==> config.mk <==
export PLATFORM = sky130hd
export DESIGN_NAME = checkout_accumulator_flat
export DESIGN_NICKNAME = d
export VERILOG_FILES = /design/src/rtl/checkout_pkg.sv /design/src/rtl/checkout_accumulator_if.sv /design/src/rtl/shift_add_mult.sv /design/src/rtl/checkout_accumulator.sv /design/src/flat_wrapper.sv
export SDC_FILE = /design/constraint.sdc
export NUM_CORES = 1
export LEC_CHECK = 0
export CORE_AREA = 2 2 127 104
export DETAILED_ROUTE_END_ITERATION = 8
export DIE_AREA = 0 0 129 106
export GPL_ROUTABILITY_DRIVEN = 1
export GPL_TIMING_DRIVEN = 0
export HOLD_SLACK_MARGIN = 0.06
export PLACE_DENSITY = 0.66
export SLEW_MARGIN = 15
export SYNTH_ARGS = -nofsm -noshare
export SYNTH_HDL_FRONTEND = slang
export SYNTH_HIERARCHICAL = 1
export SYNTH_SLANG_ARGS = --single-unit
==> constraint.sdc <==
create_clock -name CLK -period 4.8 [get_ports CLK]
set_clock_uncertainty 0.2 [all_clocks]
set_input_delay 0.96 -clock CLK [delete_from_list [all_inputs] [get_ports CLK]]
set_output_delay 0.96 -clock CLK [all_outputs]
set_load 0.005 [all_outputs]
==> src/rtl/checkout_pkg.sv <==
// Shared types and width helpers for the checkout accumulator datapath.
package checkout_pkg;

    localparam int DEF_COST_W = 8;
    localparam int DEF_QTY_W  = 4;
    localparam int DEF_SUM_W  = 21;
    localparam int DEF_CNT_W  = 8;

    typedef enum logic [1:0] {IDLE, MUL, ACC, DONE} state_t;

    function automatic int prod_w(input int cw, input int qw);
        return cw + qw;
    endfunction

    function automatic int max_w(input int x, input int y);
        return (x > y) ? x : y;
    endfunction

endpackage

==> src/rtl/checkout_accumulator_if.sv <==
// Command/status bundle between keypad front end, accumulator and display logic.
interface checkout_accumulator_if
    import checkout_pkg::*;
#(
    parameter int COST_W = DEF_COST_W,
    parameter int QTY_W  = DEF_QTY_W,
    parameter int SUM_W  = DEF_SUM_W,
    parameter int CNT_W  = DEF_CNT_W
) ();

    logic                                  enter;
    logic [COST_W-1:0]                     cost;
    logic [QTY_W-1:0]                      qty;
    logic                                  void_last;
    logic                                  total;
    logic                                  clear;
    logic                                  ready;
    logic                                  line_valid;
    logic [prod_w(COST_W, QTY_W)-1:0]      line_amount;
    logic [SUM_W-1:0]                      sum;
    logic [CNT_W-1:0]                      item_count;
    logic                                  total_valid;
    logic                                  overflow;

    modport master (
        output enter, cost, qty, void_last, total, clear,
        input  ready, line_valid, line_amount, sum, item_count, total_valid, overflow
    );

    modport slave (
        input  enter, cost, qty, void_last, total, clear,
        output ready, line_valid, line_amount, sum, item_count, total_valid, overflow
    );

endinterface

==> src/rtl/shift_add_mult.sv <==
// Sequential shift-add multiplier: one multiplier bit per cycle, LSB first,
// fixed QTY_W-cycle latency after start; done pulses as the product settles.
module shift_add_mult
    import checkout_pkg::*;
#(
    parameter int COST_W = DEF_COST_W,
    parameter int QTY_W  = DEF_QTY_W
) (
    input  logic                          CLK,
    input  logic                          reset,
    input  logic                          start,
    input  logic [COST_W-1:0]             a,
    input  logic [QTY_W-1:0]              b,
    output logic                          busy,
    output logic                          done,
    output logic [prod_w(COST_W, QTY_W)-1:0] product
);

    localparam int P_W = prod_w(COST_W, QTY_W);
    localparam int C_W = $clog2(QTY_W + 1);

    logic [P_W-1:0]   acc_q, acc_d;
    logic [P_W-1:0]   mcand_q, mcand_d;
    logic [QTY_W-1:0] mplier_q, mplier_d;
    logic [C_W-1:0]   cnt_q, cnt_d;
    logic             done_q, done_d;

    always_comb begin
        acc_d    = acc_q;
        mcand_d  = mcand_q;
        mplier_d = mplier_q;
        cnt_d    = cnt_q;
        done_d   = 1'b0;
        if (start) begin
            acc_d    = '0;
            mcand_d  = P_W'(a);
            mplier_d = b;
            cnt_d    = C_W'(QTY_W);
        end else if (cnt_q != '0) begin
            if (mplier_q[0]) acc_d = acc_q + mcand_q;
            mcand_d  = mcand_q << 1;
            mplier_d = mplier_q >> 1;
            cnt_d    = cnt_q - C_W'(1);
            done_d   = (cnt_q == C_W'(1));
        end
    end

    always_ff @(posedge CLK) begin
        if (reset) begin
            acc_q    <= '0;
            mcand_q  <= '0;
            mplier_q <= '0;
            cnt_q    <= '0;
            done_q   <= 1'b0;
        end else begin
            acc_q    <= acc_d;
            mcand_q  <= mcand_d;
            mplier_q <= mplier_d;
            cnt_q    <= cnt_d;
            done_q   <= done_d;
        end
    end

    assign busy    = (cnt_q != '0);
    assign done    = done_q;
    assign product = acc_q;

endmodule

==> src/rtl/checkout_accumulator.sv <==
// Cash-register datapath: cost*qty per line into a saturating running total,
// with single-level void, finalise and clear.
module checkout_accumulator
    import checkout_pkg::*;
#(
    parameter int COST_W = DEF_COST_W,
    parameter int QTY_W  = DEF_QTY_W,
    parameter int SUM_W  = DEF_SUM_W,
    parameter int CNT_W  = DEF_CNT_W
) (
    input  logic                  CLK,
    input  logic                  reset,
    checkout_accumulator_if.slave bus
);

    localparam int P_W = prod_w(COST_W, QTY_W);
    localparam int A_W = max_w(SUM_W, P_W) + 1;

    state_t           state_q, state_d;
    logic [SUM_W-1:0] sum_q, sum_d;
    logic [P_W-1:0]   line_amount_q, line_amount_d;
    logic [CNT_W-1:0] item_count_q, item_count_d;
    logic             last_ok_q, last_ok_d;
    logic             overflow_q, overflow_d;
    logic             line_valid_q, line_valid_d;
    logic             do_clear;
    logic             mul_start, mul_busy, mul_done;
    logic [P_W-1:0]   mul_product;
    logic [A_W-1:0]   acc_wide;

    shift_add_mult #(.COST_W(COST_W), .QTY_W(QTY_W)) u_mult (
        .CLK     (CLK),
        .reset   (reset),
        .start   (mul_start),
        .a       (bus.cost),
        .b       (bus.qty),
        .busy    (mul_busy),
        .done    (mul_done),
        .product (mul_product)
    );

    always_comb begin
        state_d       = state_q;
        sum_d         = sum_q;
        line_amount_d = line_amount_q;
        item_count_d  = item_count_q;
        last_ok_d     = last_ok_q;
        overflow_d    = overflow_q;
        line_valid_d  = 1'b0;
        mul_start     = 1'b0;
        do_clear      = 1'b0;
        acc_wide      = A_W'(sum_q) + A_W'(mul_product);

        case (state_q)
            IDLE: begin
                if (bus.clear) begin
                    do_clear = 1'b1;
                end else if (bus.total) begin
                    state_d = DONE;
                end else if (bus.void_last) begin
                    // A saturated total no longer reflects the lines, so void is refused.
                    if (last_ok_q && !overflow_q) begin
                        sum_d        = sum_q - SUM_W'(line_amount_q);
                        item_count_d = item_count_q - CNT_W'(1);
                        last_ok_d    = 1'b0;
                    end
                end else if (bus.enter && bus.qty != '0) begin
                    mul_start = 1'b1;
                    state_d   = MUL;
                end
            end
            MUL: begin
                if (mul_done) state_d = ACC;
            end
            ACC: begin
                if ((acc_wide >> SUM_W) != '0) begin
                    sum_d      = '1;
                    overflow_d = 1'b1;
                end else begin
                    sum_d = acc_wide[SUM_W-1:0];
                end
                line_amount_d = mul_product;
                if (item_count_q != '1) item_count_d = item_count_q + CNT_W'(1);
                last_ok_d    = 1'b1;
                line_valid_d = 1'b1;
                state_d      = IDLE;
            end
            DONE: begin
                if (bus.clear) do_clear = 1'b1;
            end
            default: state_d = IDLE;
        endcase

        if (do_clear) begin
            state_d       = IDLE;
            sum_d         = '0;
            line_amount_d = '0;
            item_count_d  = '0;
            last_ok_d     = 1'b0;
            overflow_d    = 1'b0;
        end
    end

    always_ff @(posedge CLK) begin
        if (reset) begin
            state_q       <= IDLE;
            sum_q         <= '0;
            line_amount_q <= '0;
            item_count_q  <= '0;
            last_ok_q     <= 1'b0;
            overflow_q    <= 1'b0;
            line_valid_q  <= 1'b0;
        end else begin
            state_q       <= state_d;
            sum_q         <= sum_d;
            line_amount_q <= line_amount_d;
            item_count_q  <= item_count_d;
            last_ok_q     <= last_ok_d;
            overflow_q    <= overflow_d;
            line_valid_q  <= line_valid_d;
        end
    end

    // The multiplier is never busy in IDLE; the term just keeps ready honest.
    assign bus.ready       = (state_q == IDLE) && !mul_busy;
    assign bus.total_valid = (state_q == DONE);
    assign bus.line_valid  = line_valid_q;
    assign bus.line_amount = line_amount_q;
    assign bus.sum         = sum_q;
    assign bus.item_count  = item_count_q;
    assign bus.overflow    = overflow_q;

endmodule

==> src/flat_wrapper.sv <==
// flat-port wrapper written by rule: the top's interface ports become plain ports
module checkout_accumulator_flat import checkout_pkg::*;
#(
    parameter int COST_W = DEF_COST_W,
    parameter int QTY_W  = DEF_QTY_W,
    parameter int SUM_W  = DEF_SUM_W,
    parameter int CNT_W  = DEF_CNT_W
)
  (CLK, reset, bus_enter, bus_cost, bus_qty, bus_void_last, bus_total, bus_clear, bus_ready, bus_line_valid, bus_line_amount, bus_sum, bus_item_count, bus_total_valid, bus_overflow);
  checkout_accumulator_if #(.COST_W(COST_W), .QTY_W(QTY_W), .SUM_W(SUM_W), .CNT_W(CNT_W)) bus_i ();
  input  logic CLK;
  input  logic reset;
  input wire logic [$bits(bus_i.enter)-1:0] bus_enter;
  input wire logic [$bits(bus_i.cost)-1:0] bus_cost;
  input wire logic [$bits(bus_i.qty)-1:0] bus_qty;
  input wire logic [$bits(bus_i.void_last)-1:0] bus_void_last;
  input wire logic [$bits(bus_i.total)-1:0] bus_total;
  input wire logic [$bits(bus_i.clear)-1:0] bus_clear;
  output wire logic [$bits(bus_i.ready)-1:0] bus_ready;
  output wire logic [$bits(bus_i.line_valid)-1:0] bus_line_valid;
  output wire logic [$bits(bus_i.line_amount)-1:0] bus_line_amount;
  output wire logic [$bits(bus_i.sum)-1:0] bus_sum;
  output wire logic [$bits(bus_i.item_count)-1:0] bus_item_count;
  output wire logic [$bits(bus_i.total_valid)-1:0] bus_total_valid;
  output wire logic [$bits(bus_i.overflow)-1:0] bus_overflow;
  assign bus_i.enter = bus_enter;
  assign bus_i.cost = bus_cost;
  assign bus_i.qty = bus_qty;
  assign bus_i.void_last = bus_void_last;
  assign bus_i.total = bus_total;
  assign bus_i.clear = bus_clear;
  assign bus_ready = bus_i.ready;
  assign bus_line_valid = bus_i.line_valid;
  assign bus_line_amount = bus_i.line_amount;
  assign bus_sum = bus_i.sum;
  assign bus_item_count = bus_i.item_count;
  assign bus_total_valid = bus_i.total_valid;
  assign bus_overflow = bus_i.overflow;
  checkout_accumulator #(.COST_W(COST_W), .QTY_W(QTY_W), .SUM_W(SUM_W), .CNT_W(CNT_W)) u_core (.CLK(CLK), .reset(reset), .bus(bus_i));
endmodule
==> flow_metrics.env, run 1 <==
export IMPL_status="finished, final reports clean"
export IMPL_htree_levels=3
export IMPL_cellLeakagePower_nw=2.575
export IMPL_post_drt_via_cell_ratio=5.736
export IMPL_relSlewSlack_pct=40.27
export IMPL_vias=5438
export IMPL_holdPathStages=2
export IMPL_timing_fmax_mhz=242.4
export IMPL_finalHoldViolations=0
export IMPL_sequentialPowerShare_pct=31.1
export IMPL_initial_utilization_pct=43.76
export IMPL_io_pins=63
export IMPL_period_share_pct=85.93
export IMPL_grt_pass1_wl_mm=25.24
export IMPL_synth_distinct_cells=71
export IMPL_die_area_um2=13670
export IMPL_hpwl_mm=11.94
export IMPL_yosys_register_bits=78
export IMPL_hp_start="u_core/u_mult/mcand_q[9]"
export IMPL_grt_ovfl_total=0
export IMPL_grt_usage_pct=23.32
export IMPL_pwr_share_clk_pct=29.7
export IMPL_synth_main_ff_cell="dfxtp_1"
export IMPL_path_clk_slew_ns=0.06
export IMPL_post_route_min_period_ns=4.125
export IMPL_ys_top_cells_by_area="dfxtp_1 (28%), ha_1 (11%), a21oi_1 (7.2%)"
export IMPL_rr_worst_depth=13
export IMPL_ys_async_sr_fraction_pct=0
export IMPL_die_height_um=106
export IMPL_ctsRootBufferMaster="clkbuf_16"
export IMPL_grt_max_degree=17
export IMPL_areaGrowthSynthToFinish_pct=20.58
export IMPL_worst_slew_pin_slew_ns=0.8959
export IMPL_place_congestion=0.9223
export IMPL_grt_pass1_vias=5036
export IMPL_crit_arrival_ns=4.20
export IMPL_wl_per_cell_um=16.34
export IMPL_postCtsHoldBufs=0
export IMPL_setup_slack_ns=0.6752
export IMPL_setup_viol=0
export IMPL_rsz0062_at_grt="false"
export IMPL_first_pass_iters=7
export IMPL_synth_top_area_share_pct=28.44
export IMPL_totalPowerFinal_w=0.002328
export IMPL_cp_max_fo=16
export IMPL_drtAntennaViolNets=0
export IMPL_max_cap_viol_count=0
export IMPL_p_per_area_nw_per_um2=351.7
export IMPL_syn_nets=766
export IMPL_ir_drop_mv=0.1727
export IMPL_wl_mm=15.49
export IMPL_cts_tree="built"
export IMPL_synth_edf_count=0
export IMPL_syn_inst=696
export IMPL_diodes=0
export IMPL_drive_above_1_share_pct=4.916
export IMPL_synth_area_um2=5490
export IMPL_post_cts_buffers=0
export IMPL_r2r_setup_slack_ns=0.68
export IMPL_power_share_combinational_pct=39.2
export IMPL_crit_type="flip-flop to flip-flop"
export IMPL_core_area_um2=12550
export IMPL_internal_power_w=0.001455
export IMPL_ys_seq_area_share_pct=28.44
export IMPL_hold_class="flip-flop to flip-flop"
export IMPL_instances_no_fill=948
export IMPL_clk_path_buf_depth=2
export IMPL_antenna_found_initial=0
export IMPL_fin_setup_tns_ns=0
export IMPL_cts_buffers=9
export IMPL_drt_iter0_markers=587
export IMPL_avgSynthCellArea_um2=7.888
export IMPL_row_count=37
export IMPL_clock_latency_ns=0.35
export IMPL_synth_warning_count=6
export IMPL_clkSinkCount=78
export IMPL_drc=0
export IMPL_r2r_end="u_core/bus.item_count[7]"
export IMPL_slew_violations=0
export IMPL_place_inst=933
export IMPL_die_width_um=129
export IMPL_start_kind="flip-flop"
export IMPL_final_nets=839
export IMPL_switchingPower_w=0.0008730
export IMPL_cts_resized=0
export IMPL_required_ns=4.88
export IMPL_io_buffers=62
export IMPL_place_ws_ns=0.7917
export IMPL_fill_cells=1230
export IMPL_final_core_util_pct=52.77
export IMPL_synth_top_cell_by_area="dfxtp_1"
export IMPL_end_kind="flip-flop"
export IMPL_p_sw_share_pct=37.50
export IMPL_r2r_start="u_core/state_q[0]"
export IMPL_holdPathEnd="u_core/u_mult/mcand_q[9]"
[per-layer routing]
metal | wire length (um) | global-route usage (%) | up-vias
met5 | 0 | 0 | -
met4 | 172 | 6.211 | 0
met1 | 7769 | 34.51 | 2578
li1 | - | - | 2677
met3 | 983 | 4.429 | 16
met2 | 6567 | 34.54 | 167
[metrics by stage]
| step | cell area (um^2) | hold WS [ns] |
|---|---|---|
| after CTS | 6620 | 0.2712 |
| after global placement | 6330 | 0.2612 |
| after detailed placement | 6330 | 0.2661 |
| after floorplan | 5490 | 0.2488 |
| after global routing | 6620 | 0.3000 |
| final | 6620 | 0.2727 |
[area by class of cell]
class	instances	area (um^2)	area share [%]
Sequential cell	78	1562	23.59
Inverter	31	116.4	1.758
Timing Repair Buffer	62	620.6	9.374
Tap cell	175	219.0	3.308
Clock inverter	4	47.55	0.7182
Clock buffer	11	242.7	3.667
Buffer	30	168.9	2.552
Multi-Input combinational cell	557	3643	55.04
[worst max-delay path by stage]
stage / startpoint / end / slack [ns] / cells after the start
after global routing: u_core/state_q[0] / u_core/bus.item_count[7] / 0.52 / 13
after global placement: u_core/state_q[0] / u_core/bus.item_count[7] / 0.85 / 13
after floorplan: u_core/state_q[0] / u_core/bus.item_count[7] / 1.45 / 13
final: u_core/state_q[0] / u_core/bus.item_count[7] / 0.68 / 13
after detailed placement: u_core/state_q[0] / u_core/bus.item_count[7] / 0.79 / 13
after CTS: u_core/state_q[0] / u_core/bus.item_count[7] / 0.77 / 13
[synthesized netlist by cell type, types with 2 or more instances]
library cell	number
nor2_1	76
nand3_1	16
o311a_1	3
nor4b_1	3
fa_1	4
o31ai_1	5
dfxtp_1	78
a31oi_1	11
a21o_1	17
and2_1	6
o31a_1	2
ha_1	48
nor3_1	13
nor2b_1	5
a211o_1	3
nand4_1	11
o211ai_1	7
and3_1	5
o21bai_1	5
inv_1	30
nor4_1	3
buf_2	4
a211oi_1	18
a22oi_1	2
buf_6	6
xnor2_1	20
o21ai_0	37
xor2_1	5
clkbuf_1	17
o21a_1	12
o21ai_1	3
o32ai_1	2
nand2b_1	6
mux2i_1	19
or3_1	5
a21oi_1	79
nand2_1	76
[registers in the layout, indices dropped and copies added (netlist names)]
register / count
u_core/last_ok_q: 1
u_core/u_mult/mplier_q: 4
u_core/bus.overflow: 1
u_core/bus.sum: 21
u_core/u_mult/cnt_q: 3
u_core/bus.item_count: 8
u_core/bus.line_amount: 12
u_core/u_mult/product: 12
u_core/state_q: 2
u_core/bus.line_valid: 1
u_core/u_mult/mcand_q: 12
u_core/u_mult/done: 1
[critical path, stage by stage (launching register included)]
cell and delay, ns:
dfxtp_1 0.37, inv_1 0.10, ha_1 0.29, buf_6 0.19, inv_1 0.19, clkbuf_1 0.71
ha_1 0.38, a21o_1 0.17, a21oi_1 0.24, o21bai_1 0.11, a2111o_1 0.44, a211o_1 0.28
a211oi_1 0.24, o21bai_1 0.14
[placed cells by master, fill, tap and decap left out, types with 9 or more instances in the layout]
cell type,n
mux2i_1,19
nand2_1,76
dfxtp_1,78
a21oi_1,79
clkbuf_1,18
nor3_1,13
nand3_1,16
clkbuf_16,9
nand4_1,11
xnor2_1,20
o21a_1,12
a211oi_1,18
a21o_1,17
clkdlybuf4s50_1,62
nor2_1,76
o21ai_0,37
a31oi_1,11
inv_1,30
ha_1,48
[power groups by stage]
stage	registers, W	logic (W)	clock network [W]
after floorplan	0.000729	0.000639	0
after global placement	0.000737	0.000880	0
after detailed placement	0.000739	0.000894	0
after CTS	0.000724	0.000900	0.000711
after global routing	0.000731	0.00101	0.000730
final	0.000724	0.000913	0.000691
[logic make-up after synthesis]
group,Yosys count,synth area share [%]
flops,78,28.44
fa+ha+maj,52,12.40
compound gates,225,26.50
buf+inv,61,5.196
xor+xnor,25,3.988
simple gates,235,19.80
mux,20,3.669
Note: power is estimated with default switching activity, not from simulation.
==> inputs of run 2 (changes only) <==
CORE_AREA = 5 5 130 107   (was 2 2 127 104)
DIE_AREA = 0 0 135 112   (was 0 0 129 106)
==> run 2 against run 1 <==
Utilization is 0.46 points higher. Register-to-register slack gained 0.02 ns. Count of clock-buffer cells in the layout shrank 1. Final cell count grew 0.11%. Sequential share of layout area decreased by 0.20 points. Global-route usage down 2.3 points. Critical endpoint unchanged.
==> flow_metrics.env, run 2 (synthesis gave the netlist of run 1 again) <==
export IMPL_status="finished, final reports clean"
export IMPL_layout_common_cells="a21oi_1 (79), dfxtp_1 (78), nand2_1 (76), nor2_1 (76), clkdlybuf4s50_1 (62)"
export IMPL_post_route_min_period_ns=4.101
export IMPL_io_buffers=62
export IMPL_first_pass_iters=5
export IMPL_finalHoldViolations=0
export IMPL_clk_path_buf_depth=2
export IMPL_die_height_um=112
export IMPL_row_count=37
export IMPL_end_kind="flip-flop"
export IMPL_fill_cells=1203
export IMPL_cts_resized=0
export IMPL_drtAntennaViolNets=0
export IMPL_wl_per_cell_um=16.74
export IMPL_die_area_um2=15120
export IMPL_antenna_found_initial=0
export IMPL_post_drt_via_cell_ratio=5.801
export IMPL_max_cap_viol_count=0
export IMPL_largest_reg_flops=21
export IMPL_clkSinkCount=78
export IMPL_cellLeakagePower_nw=2.606
export IMPL_place_area_um2=6330
export IMPL_htree_levels=3
export IMPL_highest_layer="met4"
export IMPL_place_congestion=0.9046
export IMPL_place_ws_ns=0.7701
export IMPL_wl_met2_mm=6.809
export IMPL_io_pins=63
export IMPL_cts_buffers=9
export IMPL_ir_drop_mv=0.1955
export IMPL_final_nets=839
export IMPL_start_kind="flip-flop"
export IMPL_core_area_um2=12550
export IMPL_vias=5505
export IMPL_drc=0
export IMPL_diodes=0
export IMPL_p_per_area_nw_per_um2=366.1
export IMPL_grt_usage_pct=21.05
export IMPL_setup_slack_ns=0.6989
export IMPL_drt_iter0_markers=660
export IMPL_grt_ovfl_total=0
export IMPL_path_clk_slew_ns=0.06
export IMPL_hpwl_mm=12.18
export IMPL_crit_arrival_ns=4.16
export IMPL_period_share_pct=85.44
export IMPL_setup_viol=0
export IMPL_areaGrowthSynthToFinish_pct=21.63
export IMPL_timing_fmax_mhz=243.8
export IMPL_cp_max_fo=16
export IMPL_wl_met1_mm=7.817
export IMPL_die_width_um=135
export IMPL_grt_pass1_wl_mm=26.01
export IMPL_final_common_cell="a21oi_1"
export IMPL_wl_mm=15.88
export IMPL_grt_max_degree=17
export IMPL_cts_tree="built"
export IMPL_fin_setup_tns_ns=0
export IMPL_hold_class="flip-flop to flip-flop"
export IMPL_dr_wl_met3_mm=1.049
export IMPL_required_ns=4.86
export IMPL_clock_latency_ns=0.33
export IMPL_drive_above_1_share_pct=5.168
export IMPL_postCtsHoldBufs=0
export IMPL_worst_slew_pin_slew_ns=0.9260
export IMPL_final_core_util_pct=53.23
export IMPL_crit_type="flip-flop to flip-flop"
export IMPL_ctsRootBufferMaster="clkbuf_16"
export IMPL_grt_pass1_vias=5117
export IMPL_relSlewSlack_pct=38.26
export IMPL_post_cts_buffers=0
export IMPL_slew_violations=0
export IMPL_initial_utilization_pct=43.76
export IMPL_rsz0062_at_grt="false"
export IMPL_final_area_um2=6678
[run 2: cell types whose count changed in the layout (fill, tap and decap cells not counted)]
cell        before  now
clkinv_4         0    1
clkbuf_1        18   17
clkinvlp_4       1    0
bufinv_16        1    3
[run 2: critical path, stage by stage, from the launching register on]
cell and delay (ns):
dfxtp_1 0.36, inv_1 0.08, ha_1 0.27, buf_6 0.18, inv_1 0.19, clkbuf_1 0.73
ha_1 0.38, a21o_1 0.19, a21oi_1 0.23, o21bai_1 0.13, a2111o_1 0.44, a211o_1 0.28
a211oi_1 0.24, o21bai_1 0.14
[run 2: worst paths after layout]
path | start | cells after the start | to | slack, ns
max | u_core/state_q[0] | 13 | u_core/bus.item_count[7] | 0.70
min | u_core/u_mult/mcand_q[8] | 2 | u_core/u_mult/mcand_q[8] | 0.28
max reg2reg | u_core/state_q[0] | 13 | u_core/bus.item_count[7] | 0.70
min reg2reg | u_core/u_mult/mcand_q[8] | 2 | u_core/u_mult/mcand_q[8] | 0.28
[run 2: stage by stage]
step,std cells,hold WS (ns),total power [W]
after floorplan,696,0.2488,0.001368
after global placement,933,0.2603,0.001616
after detailed placement,933,0.2680,0.001635
after CTS,949,0.2757,0.002452
after global routing,949,0.2987,0.002592
final,949,0.2782,0.002444
[run 2: report_power, final]
group / switching [W] / internal [W]
clock: 0.000275 / 0.000521
sequential: 0.0000376 / 0.000687
combinational: 0.000567 / 0.000356
total: 0.000879 / 0.00157
[run 2: metal layers]
| metal | vias up | track usage (%) |
|---|---|---|
| li1 | 2678 | - |
| met1 | 2570 | 31.39 |
| met2 | 231 | 31.42 |
| met3 | 26 | 4.065 |
| met4 | 0 | 4.567 |
| met5 | - | 0 |
[run 2: area by class of cell]
cell class              instances  area, um^2  area share, %
plain buffers                  30       168.9          2.530
clock buffers                  10       239.0          3.579
clock inverters                 6       108.9          1.630
inverters                      31       116.4          1.743
multi-input cells             557        3643          54.56
flip-flops and latches         78        1562          23.38
well taps                     175       219.0          3.279
repair buffers                 62       620.6          9.294
==> inputs of run 3 (changes only) <==
ABC_AREA = 1   (was not set)
CORE_AREA = 5 5 138 113   (was 5 5 130 107)
DIE_AREA = 0 0 143 118   (was 0 0 135 112)
PLACE_DENSITY = not set   (was 0.66)
==> run 3 against run 2 <==
Total power is 19% lower. Setup slack better by 0.73 ns. Global-route usage is 0.24 points higher. Utilization is 1.3 points lower. Critical path depth is 4 lower. Final area is 9.6% higher. Sequential power hardly changed. Non-clock buffer count is 5 lower. Critical endpoint is now bus_ready. Synthesized area is 13% higher. Fmax is 22% higher.
==> flow_metrics.env, run 3 <==
export IMPL_ys_seq_area_share_pct=25.27
export IMPL_clk_path_buf_depth=2
export IMPL_post_drt_via_cell_ratio=5.017
export IMPL_cellLeakagePower_nw=3.650
export IMPL_synth_main_ff_cell="dfxtp_1"
export IMPL_cts_tree="built"
export IMPL_ys_top_cells_by_area="dfxtp_1 (25%), nand2_1 (17%), ha_1 (9.7%)"
export IMPL_holdPathStages=2
export IMPL_setup_viol=0
export IMPL_cp_max_fo=10
export IMPL_die_width_um=143
export IMPL_slowest_delay_ns=0.51
export IMPL_place_inst=1242
export IMPL_htree_levels=3
export IMPL_path_clk_slew_ns=0.06
export IMPL_synth_edf_count=0
export IMPL_syn_inst=996
export IMPL_cp_cell_sequence="inv_1 -> ha_1 -> inv_1 -> nor2_4 -> inv_4 -> buf_6 -> buf_6 -> nor2_1 -> clkdlybuf4s50_1"
export IMPL_setup_slack_ns=1.425
export IMPL_finalHoldViolations=0
export IMPL_end_kind="output pin"
export IMPL_r2r_start="u_core/state_q[1]"
export IMPL_hpwl_mm=14.03
export IMPL_required_ns=3.64
export IMPL_relSlewSlack_pct=47.08
export IMPL_holdPathEnd="u_core/u_mult/mcand_q[8]"
export IMPL_diodes=0
export IMPL_crit_arrival_ns=2.21
export IMPL_hold_class="flip-flop to flip-flop"
export IMPL_row_count=39
export IMPL_synth_distinct_cells=39
export IMPL_switchingPower_w=0.0006678
export IMPL_layout_common_cells="nand2_1 (273), inv_1 (152), nor2_1 (110), nand3_1 (87), dfxtp_1 (78)"
export IMPL_drtAntennaViolNets=0
export IMPL_timing_fmax_mhz=296.3
export IMPL_postCtsHoldBufs=0
export IMPL_ys_async_sr_fraction_pct=0
export IMPL_cts_buffers=9
export IMPL_core_area_um2=14100
export IMPL_final_nets=1139
export IMPL_vias=6301
export IMPL_worst_slew_pin_slew_ns=0.7938
export IMPL_place_ws_ns=1.262
export IMPL_first_pass_iters=5
export IMPL_fin_setup_tns_ns=0
export IMPL_grt_pass1_vias=5574
export IMPL_clock_latency_ns=0.34
export IMPL_grt_pass1_wl_mm=28.88
export IMPL_post_cts_buffers=0
export IMPL_place_congestion=0.9166
export IMPL_p_sw_share_pct=33.70
export IMPL_slew_violations=0
export IMPL_rr_worst_depth=7
export IMPL_die_area_um2=16870
export IMPL_grt_max_degree=17
export IMPL_sequentialPowerShare_pct=36.7
export IMPL_largest_reg_flops=21
export IMPL_start_kind="flip-flop"
export IMPL_grt_ovfl_total=0
export IMPL_io_buffers=62
export IMPL_antenna_found_initial=0
export IMPL_drive_above_1_share_pct=5.317
export IMPL_pwr_share_clk_pct=34.8
export IMPL_grt_usage_pct=21.29
export IMPL_cts_resized=0
export IMPL_wl_mm=17.88
export IMPL_drc=0
export IMPL_synth_top_cell_by_area="dfxtp_1"
export IMPL_drt_iter0_markers=546
export IMPL_post_route_min_period_ns=3.375
export IMPL_wl_per_cell_um=14.23
export IMPL_max_cap_viol_count=0
export IMPL_areaGrowthSynthToFinish_pct=18.45
export IMPL_synth_warning_count=6
export IMPL_status="finished, final reports clean"
export IMPL_rsz0062_at_grt="false"
export IMPL_period_share_pct=70.30
export IMPL_synth_top_area_share_pct=25.27
export IMPL_instances_no_fill=1256
export IMPL_yosysMostFrequentCell="nand2_1"
export IMPL_synthTopCellsByCount="nand2_1 (273), inv_1 (152), nor2_1 (110)"
export IMPL_crit_type="flip-flop to output pin"
export IMPL_r2r_setup_slack_ns=2.03
export IMPL_yosys_register_bits=78
export IMPL_clkSinkCount=78
export IMPL_hp_start="u_core/u_mult/mcand_q[8]"
export IMPL_ir_drop_mv=0.2219
export IMPL_internal_power_w=0.001314
export IMPL_avgSynthCellArea_um2=6.203
export IMPL_io_pins=63
export IMPL_syn_nets=1066
export IMPL_synth_area_um2=6178
export IMPL_ctsRootBufferMaster="clkbuf_16"
export IMPL_initial_utilization_pct=43.81
export IMPL_power_share_combinational_pct=28.5
export IMPL_final_common_cell="nand2_1"
export IMPL_r2r_end="u_core/bus.line_amount[2]"
export IMPL_cp_slowest_cell="clkdlybuf4s50_1"
export IMPL_die_height_um=118
export IMPL_p_per_area_nw_per_um2=270.8
run 3: cell types whose count changed after synthesis, moves of 11 or more:
cell      before  now
nand3_1       16   87
a211oi_1      18    0
inv_1         30  152
mux2i_1       19    1
a21o_1        17    0
clkbuf_1      17    6
xnor2_1       20    6
nor2_1        76  110
o21a_1        12    0
nand2_1       76  273
run 3: cell families after synthesis:
group	synth area share [%]
muxes	0.1620
DFF	25.27
xor gates and xnor gates	2.835
and+or+nand+nor	35.32
buffers and inverters	12.52
adders and majority gates	11.02
AOI/OAI and AO/OA	12.88
run 3: worst max path at each step:
stage | startpoint | endpoint | slack [ns]
2_1_floorplan | u_core/u_mult/cnt_q[0] | bus_ready | 2.48
3_3_place_gp | reset | u_core/bus.line_amount[1] | 1.34
3_5_place_dp | reset | u_core/bus.line_amount[2] | 1.26
4_1_cts | u_core/u_mult/cnt_q[0] | bus_ready | 1.41
5_1_grt | u_core/u_mult/cnt_q[0] | bus_ready | 1.26
6_report | u_core/u_mult/cnt_q[0] | bus_ready | 1.43
run 3: area by class of cell:
type / count / area (um^2)
flip-flops and latches: 78 / 1562
well taps: 184 / 230.2
clock inverters: 3 / 46.29
repair buffers: 62 / 620.6
plain buffers: 25 / 170.2
multi-input cells: 733 / 3844
inverters: 160 / 603.1
fillers: 1519 / 6784
clock buffers: 11 / 242.7
run 3: power by group through the flow:
stage	registers [W]	clock network (W)	logic, W
after floorplan	0.000732	0	0.000408
after global placement	0.000742	0	0.000556
after detailed placement	0.000742	0	0.000559
after CTS	0.000728	0.000711	0.000561
after global routing	0.000734	0.000728	0.000637
final	0.000728	0.000689	0.000565
run 3: metal layers:
metal  part of all wire (%)  wire length (um)  track usage, %
met4                   0.79               141           3.919
met3                    6.6              1175           4.062
met1                     54              9623           33.65
met5                      0                 0               0
met2                     39              6935           29.64
run 3: metrics by stage:
stage | util (%) | total power [W] | hold WS (ns) | cell area (um^2)
floorplan | - | 0.001140 | 0.2407 | 6178
global placement | 49.84 | 0.001298 | 0.2631 | 7029
detailed placement | 49.84 | 0.001301 | 0.2705 | 7029
CTS | 51.89 | 0.002001 | 0.2783 | 7318
global route | 51.89 | 0.002099 | 0.3076 | 7318
finish | 51.89 | 0.001982 | 0.2819 | 7318
run 3: worst max-delay path: cells and delay by family (launching register included):
kind	cells	cell delay, ns
fa+ha+maj	1	0.16
buf+inv	6	1.03
simple gates	2	0.34
flops	1	0.33
